File: src/rtl/alu_issue_stage.sv
// alu_issue_stage: decode and issue {A, B, ctrl} to the ALU through a 2-entry skid buffer
//   in:  clk, rst_n (async, active-low), flush, in_valid, rs1_val, rs2_val, imm, opcode, funct3, funct7_5, out_ready
//   out: in_ready, out_valid, alu_a, alu_b, alu_ctrl, out_illegal, illegal_cnt
module alu_issue_stage #(
  parameter int WIDTH = 32
) (
  input  logic             clk,
  input  logic             rst_n,
  input  logic             flush,
  input  logic             in_valid,
  output logic             in_ready,
  input  logic [WIDTH-1:0] rs1_val,
  input  logic [WIDTH-1:0] rs2_val,
  input  logic [WIDTH-1:0] imm,
  input  logic [6:0]       opcode,
  input  logic [2:0]       funct3,
  input  logic             funct7_5,
  output logic             out_valid,
  input  logic             out_ready,
  output logic [WIDTH-1:0] alu_a,
  output logic [WIDTH-1:0] alu_b,
  output logic [2:0]       alu_ctrl,
  output logic             out_illegal,
  output logic [15:0]      illegal_cnt
);
  typedef struct packed {
    logic             ill;
    logic [2:0]       ctrl;
    logic [WIDTH-1:0] a;
    logic [WIDTH-1:0] b;
  } bundle_t;
  bundle_t dec, main_q, skid_q;
  logic main_v, skid_v, in_fire, out_fire, load_main, main_v_next, skid_v_next;
  logic rtype, itype;
  always_comb begin
    rtype = opcode == 7'b0110011;
    itype = opcode == 7'b0010011;
    dec.a = rs1_val;
    dec.b = rs2_val;
    dec.ctrl = 3'b000;
    dec.ill = 1'b0;
    if (opcode == 7'b0000011 || opcode == 7'b0100011) dec.b = imm;
    else if (opcode == 7'b1100011) dec.ctrl = 3'b001;
    else if (rtype || itype) begin
      dec.b = itype ? imm : rs2_val;
      case (funct3)
        3'b000:  dec.ctrl = (rtype && funct7_5) ? 3'b001 : 3'b000;
        3'b010:  dec.ctrl = 3'b101;
        3'b110:  dec.ctrl = 3'b011;
        3'b111:  dec.ctrl = 3'b010;
        default: begin
          dec.ill = 1'b1;
          dec.b = rs2_val;
        end
      endcase
    end else dec.ill = 1'b1;
  end
  // in_ready mirrors ~skid_v, so an input never arrives while the skid still holds an op
  always_comb begin
    in_fire = in_valid & in_ready;
    out_fire = main_v & out_ready;
    load_main = ~main_v | out_fire;
    main_v_next = load_main ? (skid_v | in_fire) : 1'b1;
    skid_v_next = load_main ? 1'b0 : (skid_v | in_fire);
  end
  always_ff @(posedge clk or negedge rst_n) begin
    if (!rst_n) begin
      main_v <= 1'b0;
      skid_v <= 1'b0;
      in_ready <= 1'b1;
      main_q <= '0;
      skid_q <= '0;
      illegal_cnt <= '0;
    end else begin
      if (out_fire && main_q.ill && illegal_cnt != 16'hFFFF) illegal_cnt <= illegal_cnt + 16'd1;
      if (flush) begin
        main_v <= 1'b0;
        skid_v <= 1'b0;
        in_ready <= 1'b1;
      end else begin
        main_v <= main_v_next;
        skid_v <= skid_v_next;
        in_ready <= ~skid_v_next;
        if (load_main && skid_v) main_q <= skid_q;
        else if (load_main && in_fire) main_q <= dec;
        if (!load_main && in_fire) skid_q <= dec;
      end
    end
  end
  assign out_valid = main_v;
  assign alu_a = main_q.a;
  assign alu_b = main_q.b;
  assign alu_ctrl = main_q.ctrl;
  assign out_illegal = main_q.ill;
endmodule

File: config.mk
export PLATFORM = sky130hd
export DESIGN_NAME = alu_issue_stage
export DESIGN_NICKNAME = d
export VERILOG_FILES = /design/src/rtl/alu_issue_stage.sv
export SDC_FILE = /design/constraint.sdc
export NUM_CORES = 1
export LEC_CHECK = 0
export CELL_PAD_IN_SITES_DETAIL_PLACEMENT = 1
export CELL_PAD_IN_SITES_GLOBAL_PLACEMENT = 1
export CORE_MARGIN = 2
export CORE_UTILIZATION = 36
export DETAILED_ROUTE_END_ITERATION = 10
export HOLD_SLACK_MARGIN = 0.05
export PLACE_DENSITY = 0.88
export SLEW_MARGIN = 15
export SYNTH_ARGS = -nofsm -noshare
export SYNTH_HDL_FRONTEND = slang
export SYNTH_SLANG_ARGS = --single-unit
File: constraint.sdc
create_clock -name clk -period 2.23 [get_ports clk]
set_input_delay 0.223 -clock clk [delete_from_list [all_inputs] [get_ports clk]]
set_output_delay 0.223 -clock clk [all_outputs]
set_load 0.01 [all_outputs]
Word level (Yosys, flattened, before mapping)
Index checks and enable logic that the tools add are counted.

storage, ports and cells
  output and inout port bits = 86
  bits of input ports = 112
  word-level logic and storage cells = 63
  register bits = 155

cells by class
  bitwise operators = 7
  add/sub/neg operators = 1
  reduce and logical (&&, ||, !) cells = 14
  muxes and demuxes = 20
  equal/unequal tests = 9

operators with widths
  cell                   count
  $mux 32                5
  $mux 68                2
  $add 16x1->16 const B  1
  $ne 16x16->1 const B   1
  $eq 7x6->1 const B     2
  $pmux 3 s4             1
  $mux 1                 9
  $eq 7x2->1 const B     1
  $eq 7x5->1 const B     1
  $eq 7x7->1 const B     1
  $eq 3x3->1 const B     2
  $logic_and 1x1->1      6
  $mux 3                 2
  $mux 4                 1
  $reduce_and 2->1       2
  $reduce_or 4->1        1
  $eq 3x2->1 const B     1
  $logic_not 3->1        1
  $not 1->1              3
  $and 1x1->1            2
  $logic_or 1x1->1       2
  $or 1x1->1             2
  $reduce_bool 2->1      1
  $logic_not 1->1        1

Longest topological paths before layout
Gate-level depths: netlist of the first run.

  depth after elaboration = 9
  depth in mapped cells = 7
  gate-level depth less buffers = 5

Least setup slack after synthesis of the first run
No wires, ideal clock.

  kind = flip-flop to flip-flop
  from = register in_ready
  to = register main_q (netlist bit alu_b[10])
  cell stages (with the launch flop) = 8
  setup time = 132 ps
  data required time = 2098 ps
  path buffers = 3
  path slack = 521 ps
  clock period less this slack = 1709 ps
  arrival = 1577 ps
  path through = dfstp_2 a21oi_1 or3b_1 buf_2 buf_6 buf_6 nor3b_2 a211oi_1

between the ends
  cells in the longest elaborated chain, start to end = 4

ends and longest elaborated chain
  item                                line  RTL
  from (decl)                         11    output logic in_ready,
  from (signal assigned)              83    in_ready <= ~skid_v_next;
  $and 1x1->1                         60    in_fire = in_valid & in_ready;
  $logic_and 1x1->1                   85    else if (load_main && in_fire) main_q <= dec;
  $reduce_bool 2->1 (no source line)  --
  $reduce_and 2->1 (no source line)   --
  to (signal assigned)                84    if (load_main && skid_v) main_q <= skid_q;
  to (decl)                           32    bundle_t dec, main_q, skid_q;

No other way between the ends.
A chain may end at the register's enable or synchronous reset.

Worst setup path in the final report of the first run
  from = register illegal_cnt[0]
  to = register illegal_cnt[14]

between the ends
  cells in the longest elaborated chain, start to end = 2
  elaborated cells on any way between the ends = 3
  those cells by class = 1 x add/sub; 1 x eq/ne; 1 x reduce/logical

ends and longest elaborated chain
  item                                                                   line  RTL
  from (decl)                                                            24    output logic [15:0] illegal_cnt
  from (signal assigned)                                                 75    if (out_fire && main_q.ill && illegal_cnt != 16'hFFFF) illegal_cnt <= illegal_cnt + 16'd1;
  parallel branches: the longest is 2 deep, another holds $add 16x1->16  --

Parallel ways; which one is timed is not known.

==> results of run 1 <==
## area by class of cell
type | instances | share of cell area [%]
sequential | 155 | 37.98
multi-input combinational | 550 | 30.57
timing repair buffer | 224 | 22.55
clock buffer | 18 | 4.299
tap | 265 | 3.246
clock inverter | 13 | 1.164
inverter | 5 | 0.1837
## critical path: stages, from the launching register on
cell,delay (ns)
dfrtp_1,0.42
ha_1,0.24
nand4_1,0.22
nor4_2,0.52
nand4_1,0.23
xnor2_1,0.17
## cells in the final DEF, fill, tap and decap left out, types with 3 or more instances in the layout
cell	count
clkdlybuf4s50_1	196
a21oi_1	38
o21ai_0	8
and3_1	3
buf_12	10
clkinvlp_4	4
dfrtp_1	154
nand3_1	5
a211oi_1	24
nand4_1	7
o211ai_1	3
a31oi_1	35
inv_6	3
nor3b_1	14
mux2i_1	34
nor3b_2	19
nand2_1	206
xnor2_1	10
buf_4	16
nor2_1	69
a211oi_2	8
clkbuf_16	17
inv_1	5
o21ai_1	31
clkinv_2	3
## logic make-up after synthesis
kind of cell | share of synthesized area (%)
AO/OA/AOI/OAI | 13.85
XOR/XNOR | 1.204
adder cells (fa/ha/maj) | 0.1720
buffers and inverters | 3.991
flip-flops | 53.35
multiplexers | 4.989
AND/OR/NAND/NOR | 22.45
## metal layers
metal	vias to the layer above	share of wire [%]	global-route usage (%)
met5	-	0	0
li1	2996	-	-
met3	22	5.2	5.875
met4	0	1.4	5.485
met1	3230	42	25.54
met2	148	51	37.15
## repair_timing
item / CTS / global route
hold endpoints to repair: 52 / 0
hold buffers: 1 / 0
setup endpoints to repair: 0 / 0
## stage by stage
stage,area (sq um),power (mW),setup slack [ns],hold slack (ns),std cells
floorplan,7273,4.439,0.5214,-0.07259,762
global placement,9647,5.382,0.07262,0.2473,1198
detailed placement,9647,5.493,0.08199,0.2453,1198
CTS,10210,8.332,0.3270,0.3346,1230
global route,10210,8.663,0.1527,0.3552,1230
finish,10210,8.229,0.3198,0.3512,1230
## sequential cells by signal, indices dropped and copies added (netlist names)
name         cells
skid_v           1
out_illegal      1
alu_a           32
alu_b           32
alu_ctrl         3
out_valid        1
illegal_cnt     16
skid_q          68
in_ready         1
## where the power goes
part	internal [mW]	switching, mW	leakage, nW
Clock	1.57	1.22	0.265
Combinational	0.942	0.800	2.02
Sequential	3.32	0.383	1.93
Total	5.83	2.40	4.22
## path summary, 6_finish.rpt
| path | start | to | slack [ns] | cells after the start |
|---|---|---|---|---|
| min in group clk | rs1_val[18] | skid_q[50] | 0.35 | 3 |
| max in group asynchronous | rst_n | in_ready | 1.17 | 3 |
| hold reg to reg | skid_q[67] | skid_q[67] | 0.47 | 2 |
| hold / removal | rst_n | skid_q[15] | 0.35 | 2 |
| setup / recovery | illegal_cnt[0] | illegal_cnt[14] | 0.32 | 5 |
| setup reg to reg | illegal_cnt[0] | illegal_cnt[14] | 0.32 | 5 |
==> qor.csv, run 1 <==
metric,value,unit
status,"complete, no violations",
dominant cells by area after synthesis,"dfrtp_1, nand2_1, mux2i_1, nor2_1, nor3b_2",
Rows,51,
final setup fails,0,
Die Area,21360,sq um
Reg area,3880,sq um
Worst-path clk slew,0.07,ns
leak pwr,4.216,nW
Multi-input gate area,3123,sq um
period utilization,85.66,%
routed vias,6396,
final hold viol count,0,
Nets,1066,
Post-synth EDFFs,0,
yosys warns,0,
sequential fraction of the synthesis area,53.35,%
crit path max fanout,5,
Bufs on Longest Clock Path,2,
Starting Density,37.01,%
Chip Height,146.1,um
synthesis-to-layout area growth,40.44,%
Syn Area/Cell,9.545,sq um
I/O Pins,198,
largest net degree at the start of global routing,65,
post-layout min period,1.910,ns
arrival time worst endpoint,2.22,ns
Post-synth top cells,"nand2_1, dfrtp_1, nor2_1",
"Req. time, crit path",2.54,ns
layout cells sized above 1,10.47,%
Die Wd,146.1,um
DRT iter0 DRCs,272,
RSZ-0062 raised after global routing,false,
remaining global-route overflow,0,
"Net Count, Synth",875,
top-count cell post-synth,nand2_1,
most used flip-flop cell after synthesis,dfrtp_1,
# Max-Cap Violations,0,
post-synth cell types,49,
post-CTS setup buffers,0,
Worst Setup Start Kind,flop,
Least-Margin Pin Slew,0.5578,ns
cell accounting for the most synthesized area,dfrtp_1,
clock net sink count,155,
final slew viol count,0,
antenna violations before repair,0,
drt drc,0,
first-pass GRT wire length,36170,um
CTS root buf,clkbuf_16,
"Core Util, Final",51.97,%
number of global-route vias before repair,6844,
"Async S/R FF share, synth",100.0,%
slew margin rel.,62.81,%
Clock Latency Late Sink,0.42,ns
Tot GR Track Use,21.10,%
antenna diode count,0,
post-CTS resize count,0,
gpl congestion,0.7777,
worst min-delay path class,in -> async,
CTS tree,yes,
Wirelength per Cell,17.79,um
CTS buffer count,17,
Yosys top cell area share,52.98,%
routed wire length,21890,um
"flops & latches, synth",155,
Crit. End Element,flop,
DRT antenna net count,0,
number of I/O port buffers,197,
Final HPWL DP,15020,um
DR pass1 iterations,5,
FILL cells,2249,
Setup TNS Final,0,ns
"IR drop worst, VDD",0.4874,mV
Syn Inst Count,762,
Core Box Area,19650,sq um
kind of critical path,reg -> reg,
H-tree levels,4,
Vias per Instance,5.200,
max frequency,0.5235,GHz
Syn Std Cell Area,7273,sq um
Power Density,805.6,nW/um^2
final setup skew,0.008450,ns
(Power assumes the default switching activity.)
==> inputs of run 2 (changes only) <==
CAP_MARGIN = 20   (was unset)
==> results of run 2 <==
Same layout as run 1: the final DEF is identical, and so are final timing and power.
==> inputs of run 3 (changes only) <==
ABC_CLOCK_PERIOD_IN_PS = 2230   (was unset)
==> results of run 3 <==
Same layout as run 1: the final DEF is identical, and so are final timing and power.
